File: config.mk
export PLATFORM = sky130hd
export DESIGN_NAME = grid_mover
export DESIGN_NICKNAME = d
export VERILOG_FILES = /design/src/rtl/maze_pkg.sv /design/src/rtl/wall_probe.sv /design/src/rtl/grid_mover.sv
export SDC_FILE = /design/constraint.sdc
export NUM_CORES = 1
export LEC_CHECK = 0
export CAP_MARGIN = 20
export CORE_MARGIN = 4
export CORE_UTILIZATION = 46
export CTS_CLUSTER_DIAMETER = 100
export DETAILED_ROUTE_END_ITERATION = 10
export PLACE_DENSITY_LB_ADDON = 0.08
export SLEW_MARGIN = 20
export SYNTH_ARGS = -nofsm -noshare
export SYNTH_HDL_FRONTEND = slang
export SYNTH_SLANG_ARGS = --single-unit
File: constraint.sdc
create_clock -name clk -period 6.8 [get_ports clk]
set_input_delay 1.36 -clock clk [delete_from_list [all_inputs] [get_ports clk]]
set_output_delay 1.36 -clock clk [all_outputs]
set_load 0.01 [all_outputs]
File: src/rtl/maze_pkg.sv
// Shared maze types: heading encodings, mover FSM states and direction helpers.
package maze_pkg;

  typedef enum logic [1:0] {
    DIR_RIGHT = 2'd0,
    DIR_DOWN  = 2'd1,
    DIR_LEFT  = 2'd2,
    DIR_UP    = 2'd3
  } dir_e;

  typedef enum logic [1:0] {
    IDLE   = 2'd0,
    DECIDE = 2'd1,
    MOVE   = 2'd2,
    DONE   = 2'd3
  } state_e;

  // Opposite headings differ only in the MSB of the encoding.
  function automatic dir_e opposite(input dir_e d);
    return dir_e'(d ^ 2'b10);
  endfunction

  function automatic dir_e req_to_dir(input logic [3:0] req);
    dir_e d;
    if (req[0])      d = DIR_RIGHT;
    else if (req[1]) d = DIR_DOWN;
    else if (req[2]) d = DIR_LEFT;
    else             d = DIR_UP;
    return d;
  endfunction

endpackage

File: src/rtl/wall_probe.sv
// Combinational wall lookup: which of the four neighbours of a cell can be entered.
module wall_probe
  import maze_pkg::*;
#(
  parameter int COLS = 10,
  parameter int ROWS = 15,
  parameter int CXW  = $clog2(COLS),
  parameter int CYW  = $clog2(ROWS)
) (
  input  logic [CXW-1:0]             cell_x,
  input  logic [CYW-1:0]             cell_y,
  input  logic [(ROWS+1)*COLS-1:0]   h_walls,
  input  logic [ROWS*(COLS+1)-1:0]   v_walls,
  output logic [3:0]                 open_dirs
);

  localparam int HIW = $clog2((ROWS+1)*COLS);
  localparam int VIW = $clog2(ROWS*(COLS+1));
  localparam logic [CXW-1:0] LAST_COL = CXW'(COLS-1);
  localparam logic [CYW-1:0] LAST_ROW = CYW'(ROWS-1);

  logic [HIW-1:0] w_h_top;
  logic [HIW-1:0] w_h_bot;
  logic [VIW-1:0] w_v_left;
  logic [VIW-1:0] w_v_right;

  assign w_h_top   = HIW'(32'(cell_y) * COLS + 32'(cell_x));
  assign w_h_bot   = HIW'((32'(cell_y) + 32'd1) * COLS + 32'(cell_x));
  assign w_v_left  = VIW'(32'(cell_y) * (COLS + 1) + 32'(cell_x));
  assign w_v_right = VIW'(32'(cell_y) * (COLS + 1) + 32'(cell_x) + 32'd1);

  // Grid edges are treated as walls even if the wall vectors leave them clear.
  always_comb begin
    open_dirs            = 4'b0000;
    open_dirs[DIR_RIGHT] = !v_walls[w_v_right] && (cell_x < LAST_COL);
    open_dirs[DIR_DOWN]  = !h_walls[w_h_bot]   && (cell_y < LAST_ROW);
    open_dirs[DIR_LEFT]  = !v_walls[w_v_left]  && (cell_x != '0);
    open_dirs[DIR_UP]    = !h_walls[w_h_top]   && (cell_y != '0);
  end

endmodule

File: src/rtl/grid_mover.sv
// Pixel-stepping maze mover: turns at cell-aligned positions, reverses anywhere,
// stops against walls and grid edges.
//
//   state  | meaning
//   IDLE   | waiting for a step request
//   DECIDE | resolve pending turn, latch blocked and start cell
//   MOVE   | advance one pixel unless blocked
//   DONE   | done pulse, cell_enter on arrival in a new cell
module grid_mover
  import maze_pkg::*;
#(
  parameter int COLS      = 10,
  parameter int ROWS      = 15,
  parameter int CELL_LOG2 = 5,
  parameter int XW        = $clog2(COLS) + CELL_LOG2,
  parameter int YW        = $clog2(ROWS) + CELL_LOG2
) (
  input  logic                       clk,
  input  logic                       rst,
  input  logic [3:0]                 dir_req,
  input  logic                       step,
  input  logic [(ROWS+1)*COLS-1:0]   h_walls,
  input  logic [ROWS*(COLS+1)-1:0]   v_walls,
  output logic [XW-1:0]              pos_x,
  output logic [YW-1:0]              pos_y,
  output logic [1:0]                 direction,
  output logic                       busy,
  output logic                       done,
  output logic                       blocked,
  output logic                       cell_enter
);

  localparam int CXW = XW - CELL_LOG2;
  localparam int CYW = YW - CELL_LOG2;

  state_e          r_state;
  state_e          w_state_nxt;
  logic [XW-1:0]   r_pos_x;
  logic [YW-1:0]   r_pos_y;
  dir_e            r_dir;
  dir_e            r_pend;
  logic            r_pend_valid;
  logic            r_blocked;
  logic [CXW-1:0]  r_cell_x;
  logic [CYW-1:0]  r_cell_y;

  logic [CXW-1:0]  w_cell_x;
  logic [CYW-1:0]  w_cell_y;
  logic            w_aligned;
  logic [3:0]      w_open;
  dir_e            w_dir_nxt;
  logic            w_consume;
  logic            w_blocked_nxt;
  logic            w_busy;
  logic            w_done;
  logic            w_cell_enter;

  assign w_cell_x  = r_pos_x[XW-1:CELL_LOG2];
  assign w_cell_y  = r_pos_y[YW-1:CELL_LOG2];
  assign w_aligned = (r_pos_x[CELL_LOG2-1:0] == '0) && (r_pos_y[CELL_LOG2-1:0] == '0);

  wall_probe #(
    .COLS (COLS),
    .ROWS (ROWS),
    .CXW  (CXW),
    .CYW  (CYW)
  ) u_wall_probe (
    .cell_x    (w_cell_x),
    .cell_y    (w_cell_y),
    .h_walls   (h_walls),
    .v_walls   (v_walls),
    .open_dirs (w_open)
  );

  always_ff @(posedge clk or posedge rst) begin
    if (rst) r_state <= IDLE;
    else     r_state <= w_state_nxt;
  end

  always_comb begin
    w_state_nxt  = r_state;
    w_busy       = 1'b1;
    w_done       = 1'b0;
    w_cell_enter = 1'b0;
    case (r_state)
      IDLE: begin
        w_busy = 1'b0;
        if (step) w_state_nxt = DECIDE;
      end
      DECIDE: w_state_nxt = MOVE;
      MOVE:   w_state_nxt = DONE;
      DONE: begin
        w_state_nxt  = IDLE;
        w_done       = 1'b1;
        w_cell_enter = w_aligned && ((w_cell_x != r_cell_x) || (w_cell_y != r_cell_y));
      end
      default: w_state_nxt = IDLE;
    endcase
  end

  // Turns only happen on cell corners; a reversal stays on the same axis, so it is safe mid-cell.
  always_comb begin
    w_dir_nxt = r_dir;
    w_consume = 1'b0;
    if (r_pend_valid) begin
      if (w_aligned) begin
        w_consume = 1'b1;
        if (w_open[r_pend]) w_dir_nxt = r_pend;
      end else if (r_pend == opposite(r_dir)) begin
        w_consume = 1'b1;
        w_dir_nxt = r_pend;
      end
    end
    w_blocked_nxt = w_aligned && !w_open[w_dir_nxt];
  end

  always_ff @(posedge clk or posedge rst) begin
    if (rst) begin
      r_pos_x      <= '0;
      r_pos_y      <= '0;
      r_dir        <= DIR_RIGHT;
      r_pend       <= DIR_RIGHT;
      r_pend_valid <= 1'b0;
      r_blocked    <= 1'b0;
      r_cell_x     <= '0;
      r_cell_y     <= '0;
    end else begin
      // A live button press always refreshes the pending request, even while it is being consumed.
      if (dir_req != 4'b0000) begin
        r_pend       <= req_to_dir(dir_req);
        r_pend_valid <= 1'b1;
      end else if ((r_state == DECIDE) && w_consume) begin
        r_pend_valid <= 1'b0;
      end

      if (r_state == DECIDE) begin
        r_dir     <= w_dir_nxt;
        r_blocked <= w_blocked_nxt;
        r_cell_x  <= w_cell_x;
        r_cell_y  <= w_cell_y;
      end

      if ((r_state == MOVE) && !r_blocked) begin
        case (r_dir)
          DIR_RIGHT: r_pos_x <= r_pos_x + XW'(1);
          DIR_DOWN:  r_pos_y <= r_pos_y + YW'(1);
          DIR_LEFT:  r_pos_x <= r_pos_x - XW'(1);
          DIR_UP:    r_pos_y <= r_pos_y - YW'(1);
          default:   r_pos_x <= r_pos_x;
        endcase
      end
    end
  end

  assign pos_x      = r_pos_x;
  assign pos_y      = r_pos_y;
  assign direction  = r_dir;
  assign busy       = w_busy;
  assign done       = w_done;
  assign blocked    = r_blocked;
  assign cell_enter = w_cell_enter;

endmodule
==> run_results.csv, run 1 <==
group,metric,value,unit
logic_synthesis,ys.flop_type,"dfrtp_1",
timing,fin_tns_setup,0,ps
setup_path,crit_top_cell,"ha_1",
pwr,p_sw,3.80,mW
setup_path,rr_worst_depth,16,
global_route,grt_use_met3,6.02,%
hold_path,holdPathEnd,"r_cell_y[2]",
global_route,grt_pass1_wl,51500,microns
logic_synthesis,avgSynthCellArea,10.5,sq um
route,detail-route-antenna-nets,0,
logic_synthesis,synthAdderAreaFrac,8.79,%
clocking,cts_tree,"yes",
route,drt-initial-drc-count,643,
place,port_buffers,355,
pwr,powerDensity,562,mW/mm^2
logic_synthesis,synth_compound_area_share,13.3,%
setup_path,setup.worst_path.start_class,"register",
logic_synthesis,yosys-top-cells-count,"mux4_2 (146), nand2_1 (70), ha_1 (51)",
logic_synthesis,ys_ff_latch,34,
floorplanning,die_h,150,microns
global_route,grt_use_total,28.5,%
logic_synthesis,synth.cell_area,0.00931,sq mm
floorplanning,fp.dieArea,0.0226,sq mm
setup_path,timing.rr.start,"pos_y[5]",
logic_synthesis,ys_seq_area_share,9.13,%
route,remaining_drc_errors,0,
timing,slew_headroom,26.8,%
route,dr.pass1.iters,4,
logic_synthesis,ys_async_sr_fraction,100,%
timing,setup_viol,0,
logic_synthesis,yosysTopAreaCellShare,35.3,%
clocking,htreeDepth,2,
place,routabilityCongestion,0.901,
timing,maxSlewViolCount,0,
floorplanning,core,0.0197,sq mm
timing,finClkSkew,2.71,ps
floorplanning,io_pins,356,
pwr,p_sw_share,51.5,%
pwr,p_leak,4.96,nW
setup_path,cp.required,6980,ps
setup_path,critPathSlowestCell,"xor2_2",
timing,max_freq,170,MHz
global_route,grt_overflow,0,
setup_path,regToRegEndpoint,"blocked",
logic_synthesis,synth_nets,1275,
place,place_area,0.0130,sq mm
timing,finalHoldViolCount,0,
clocking,postCtsHoldBufs,0,
global_route,grt_use_met1,36.2,%
clocking,cts_buffer_depth,2,
floorplanning,rows,51,
global_route,antenna_found_initial,0,
pwr,vdd_drop_max,0.502,mV
logic_synthesis,synth_edf_count,0,
timing,layout_worst_path_cycle_share,86.6,%
final_layout,final-instance-count-excl-fill,1460,
run,cap_violations,0,
clocking,root_buffer,"clkbuf_16",
pwr,p_total,7.38,mW
place,dp.cells,1452,
clocking,postCtsSetupBuffers,0,
setup_path,reg2reg_slack,910,ps
clocking,ctsResizeCount,0,
route,viasPerCell,6.41,
logic_synthesis,yosysMostFrequentCell,"mux4_2",
logic_synthesis,ys.warnings.count,0,
floorplanning,die_w,150,microns
clocking,path_clk_slew,50,ps
timing,fin_ws,913,ps
pwr,clkPwrFrac,2.9,%
route,wl,33100,microns
global_route,grt_max_degree,49,
hold_path,holdPathStages,1,
final_layout,postLayoutCellArea,0.0131,sq mm
setup_path,arrival,6060,ps
logic_synthesis,synth_area_leader_cell,"mux4_2",
logic_synthesis,muxShareOfSynthArea,45.2,%
route,num_vias,9356,
final_layout,layout.nets,1586,
setup_path,critical_path.top_delay_family,"XOR/XNOR gates",
logic_synthesis,yosys.cell_types.count,78,
hold_path,worstHoldStart,"r_cell_y[2]",
global_route,top_usage_layer,"met2",
hold_path,holdCritPathClass,"reg -> reg",
setup_path,slowest_delay,870,ps
pwr,seqPwrFrac,5.8,%
logic_synthesis,synth_top_family_by_area,"multiplexers",
clocking,cts_inserted_buffers,5,
final_layout,final_core_util,66.6,%
final_layout,n_fill_cell,1622,
logic_synthesis,synthCells,883,
logic_synthesis,synth_area_leaders,"mux4_2 (35%), dfrtp_1 (9.1%), ha_1 (6.9%)",
route,wire_per_inst,22.7,microns
setup_path,endpoint_kind,"register",
setup_path,path_buf_inv,2,
place,post-dp-hpwl,27000,microns
clocking,clock_latency,270,ps
setup_path,critPathKind,"reg -> reg",
logic_synthesis,synthXorXnorAreaFrac,4.97,%
floorplanning,initial_core_util,47.2,%
pwr,comb_power_share,91.3,%
global_route,globalRouteMet2Util,49.5,%
logic_synthesis,synthSimpleGateAreaFrac,13.2,%
place,dp_slack,987,ps
timing,post-route-min-period,5890,ps
status,status,"complete, no violations",
timing,worst_pin_slew,1100,ps
pwr,internal_power,3.58,mW
global_route,grt_pass1_vias,9714,
final_layout,final_layout_size_suffix_gt1_share,17.1,%
setup_path,cp_cell_sequence,"inv_1 -> ha_1 -> inv_1 -> ha_1 -> fa_1 -> ha_1 -> xor2_2 -> nand3_1 -> xnor2_1 -> mux2_2 -> a32oi_1 -> nand3_1 -> a31oi_1 -> a211o_1 -> mux2_4 -> o311ai_2",
setup_path,critPathMaxFanout,22,
final_layout,syn2layout_area_growth,41.1,%
timing,hold_ws,532,ps
timing,rsz0062_at_grt,"no",
clocking,cts_sinks,34,
[placed cells by master (no fill, tap or decap), types with 32 or more instances in the layout]
cell type and n:
clkdlybuf4s50_1 355, mux4_2 146, nand2_1 70, nand3_1 49, ha_1 48, mux2i_1 44
xnor2_1 36, a21oi_1 35, inv_1 34, dfrtp_1 33, o21ai_0 32
[flip-flops by register name, summed over array words and instances, names as in the netlist]
signal and count:
r_pend_valid 1, r_state 2, pos_y 9, blocked 1, r_cell_y 4, pos_x 9, r_cell_x 4, direction 2
r_pend 2
[final cells by class]
cell class              instances  area, sq um  share of cell area, %
flip-flops and latches         34          855                   6.50
clock buffers                   7          133                   1.01
multi-input cells             746         8010                   60.9
diodes                          1         2.50                 0.0190
repair buffers                372         3680                   28.0
well taps                     265          332                   2.52
inverters                      35          131                   1.00
[kinds of logic (layout without fill, tap and decap cells)]
kind of cell,Yosys count,after routing
adders and majority gates,60,60
xor gates and xnor gates,52,52
DFF,34,34
other,0,1
AOI/OAI and AO/OA,176,176
and+or+nand+nor,239,239
muxes,219,219
buffers and inverters,103,414
[worst max path at each step]
stage,from,to,slack [ps],cells after the start
finish,pos_y[5],blocked,910,16
global route,pos_y[5],blocked,530,16
CTS,pos_y[5],blocked,980,16
detailed placement,pos_y[5],blocked,990,16
global placement,pos_y[5],blocked,1200,16
floorplan,pos_y[5],blocked,1900,19
[power by group through the flow]
stage          sequential [mW]  clock [mW]  combinational (mW)
2_1_floorplan            0.395           0                5.04
3_3_place_gp             0.429           0                6.63
3_5_place_dp             0.431           0                6.66
4_1_cts                  0.429       0.216                6.72
5_1_grt                  0.448       0.223                7.33
6_report                 0.428       0.211                6.75
[routing by layer]
| layer | vias to the layer above | routed length, microns |
|---|---|---|
| met1 | 4593 | 12800 |
| met2 | 464 | 16400 |
| met3 | 64 | 2990 |
| met5 | - | 0 |
| li1 | 4235 | - |
| met4 | 0 | 901 |
No activity file was read; power rests on OpenSTA's default activity.
==> run 2: changes to the inputs <==
Settings changed: GPL_TIMING_DRIVEN set to 0, PLACE_DENSITY set to 0.83, PLACE_DENSITY_LB_ADDON 0.08 to unset.
==> run_results.csv, run 2 (synthesized netlist as in run 1, its figures left out) <==
group,metric,value,unit
timing,worst_pin_slew,959,ps
final_layout,final_common_cell,"clkdlybuf4s50_1",
final_layout,multiInputGateArea,0.00797,sq mm
setup_path,setup.worst_path.start_class,"register",
final_layout,antenna_cells,0,
clocking,path_clk_slew,60,ps
final_layout,final_layout_size_suffix_gt1_share,17.4,%
clocking,cts_inserted_buffers,5,
timing,slew_headroom,35.6,%
clocking,cts_sinks,34,
hold_path,holdCritPathClass,"reg -> reg",
timing,rsz0062_at_grt,"no",
timing,finalHoldViolCount,0,
pwr,vdd_drop_max,0.359,mV
timing,layout_worst_path_cycle_share,88.6,%
route,highest_layer,"met4",
timing,fin_ws,776,ps
clocking,ctsResizeCount,0,
global_route,grt_max_degree,35,
floorplanning,io_pins,356,
status,status,"complete, no violations",
final_layout,syn2layout_area_growth,43.9,%
route,num_vias,10200,
global_route,antenna_found_initial,0,
clocking,cts_buffer_depth,2,
route,remaining_drc_errors,0,
route,wl_met1,12800,microns
floorplanning,core,0.0197,sq mm
timing,setup_viol,0,
place,routabilityCongestion,1.01,
floorplanning,rows,51,
final_layout,most-common-layout-cells,"clkdlybuf4s50_1 (355), mux4_2 (146), nand2_1 (70), ha_1 (51), nand3_1 (49)",
final_layout,n_fill_cell,1498,
setup_path,rr_worst_depth,17,
floorplanning,die_w,150,microns
route,viasPerCell,6.78,
route,detail-route-antenna-nets,0,
timing,fin_tns_setup,0,ps
route,wire_per_inst,24.8,microns
pwr,internal_power,3.70,mW
pwr,seqPwrFrac,5.3,%
setup_path,arrival,6210,ps
timing,max_freq,166,MHz
timing,maxSlewViolCount,0,
global_route,grt_overflow,0,
route,wl_met3,3970,microns
setup_path,cp_cell_sequence,"inv_1 -> ha_1 -> ha_1 -> ha_1 -> ha_1 -> clkbuf_1 -> clkbuf_1 -> clkbuf_1 -> mux4_2 -> a31oi_1 -> nand4_1 -> a32oi_1 -> nand3_1 -> a31oi_1 -> a211o_1 -> mux2_4 -> o311ai_2",
clocking,root_buffer,"clkbuf_16",
route,dr.pass1.iters,5,
final_layout,seqCellArea,851,sq um
clocking,postCtsHoldBufs,0,
timing,post-route-min-period,6020,ps
floorplanning,initial_core_util,47.2,%
pwr,p_leak,5.11,nW
global_route,grt_use_total,32.0,%
pwr,powerDensity,586,mW/mm^2
route,wl_met2,18900,microns
place,dp_slack,807,ps
route,drt-initial-drc-count,1131,
setup_path,critPathKind,"reg -> reg",
route,wl,37400,microns
setup_path,cp.required,6990,ps
clocking,cts_tree,"yes",
place,port_buffers,355,
pwr,comb_power_share,90.9,%
hold_path,holdPathStages,1,
place,post-dp-hpwl,30700,microns
setup_path,endpoint_kind,"register",
run,cap_violations,0,
setup_path,slowest_delay,660,ps
setup_path,critPathMaxFanout,12,
pwr,clkPwrFrac,3.8,%
pwr,p_sw_share,52.9,%
setup_path,critPathSlowestCell,"clkbuf_1",
clocking,clock_latency,280,ps
floorplanning,fp.dieArea,0.0226,sq mm
pwr,p_sw,4.16,mW
clocking,htreeDepth,2,
global_route,grt_pass1_vias,10500,
timing,hold_ws,530,ps
floorplanning,die_h,150,microns
final_layout,layout.nets,1637,
global_route,grt_pass1_wl,56400,microns
setup_path,crit_top_cell,"ha_1",
clocking,postCtsSetupBuffers,0,
timing,finClkSkew,3.12,ps
[run 2: cell types whose count changed in the layout (fill, tap and decap cells not counted), sizes merged]
cell	before	now
buf	17	38
clkinv	1	2
bufinv	0	2
clkbuf	7	35
diode	1	0
[run 2: per-layer routing]
| metal | global-route usage, % | vias to the layer above |
|---|---|---|
| met1 | 36.3 | 5006 |
| met4 | 12.5 | 0 |
| met3 | 6.23 | 130 |
| li1 | - | 4357 |
| met5 | 0 | - |
| met2 | 58.9 | 750 |
[run 2: path summary, 6_finish.rpt]
check / start / to / slack (ps)
max in group asynchronous: rst / r_cell_x[2] / 4820
hold / removal: r_cell_y[2] / r_cell_y[2] / 530
setup reg to reg: pos_y[5] / blocked / 780
hold reg to reg: r_cell_y[2] / r_cell_y[2] / 530
min in group asynchronous: rst / pos_y[0] / 1510
setup / recovery: pos_y[5] / blocked / 780
[run 2: power groups by stage]
stage	registers, mW	logic [mW]	clock network (mW)
floorplan	0.395	5.04	0
global placement	0.411	6.83	0
detailed placement	0.415	6.93	0
CTS	0.413	6.99	0.302
global route	0.428	7.62	0.313
finish	0.416	7.14	0.300
[run 2: cell type report]
type	instances	area share, %
Tap cell	265	2.47
Sequential cell	34	6.35
Multi-Input combinational cell	746	59.5
Clock buffer	5	0.934
Buffer	68	2.73
Timing Repair Buffer	355	26.5
Inverter	35	0.980
Clock inverter	3	0.514
[run 2: per-stage QoR]
step | util, % | power [mW] | std cells | instance area [sq um]
2_1_floorplan | - | 5.44 | 883 | 9310
3_3_place_gp | 66.9 | 7.24 | 1503 | 13200
3_5_place_dp | 66.9 | 7.35 | 1503 | 13200
4_1_cts | 67.9 | 7.71 | 1511 | 13400
5_1_grt | 68.0 | 8.36 | 1511 | 13400
6_report | 68.0 | 7.86 | 1511 | 13400
[run 2: critical path: cells and delay by family (launching register included)]
kind            cells  cell delay, ps
buf+inv             4            1770
fa+ha+maj           4            1300
simple gates        2             350
mux                 2             760
flops               1             650
compound gates      5            1120
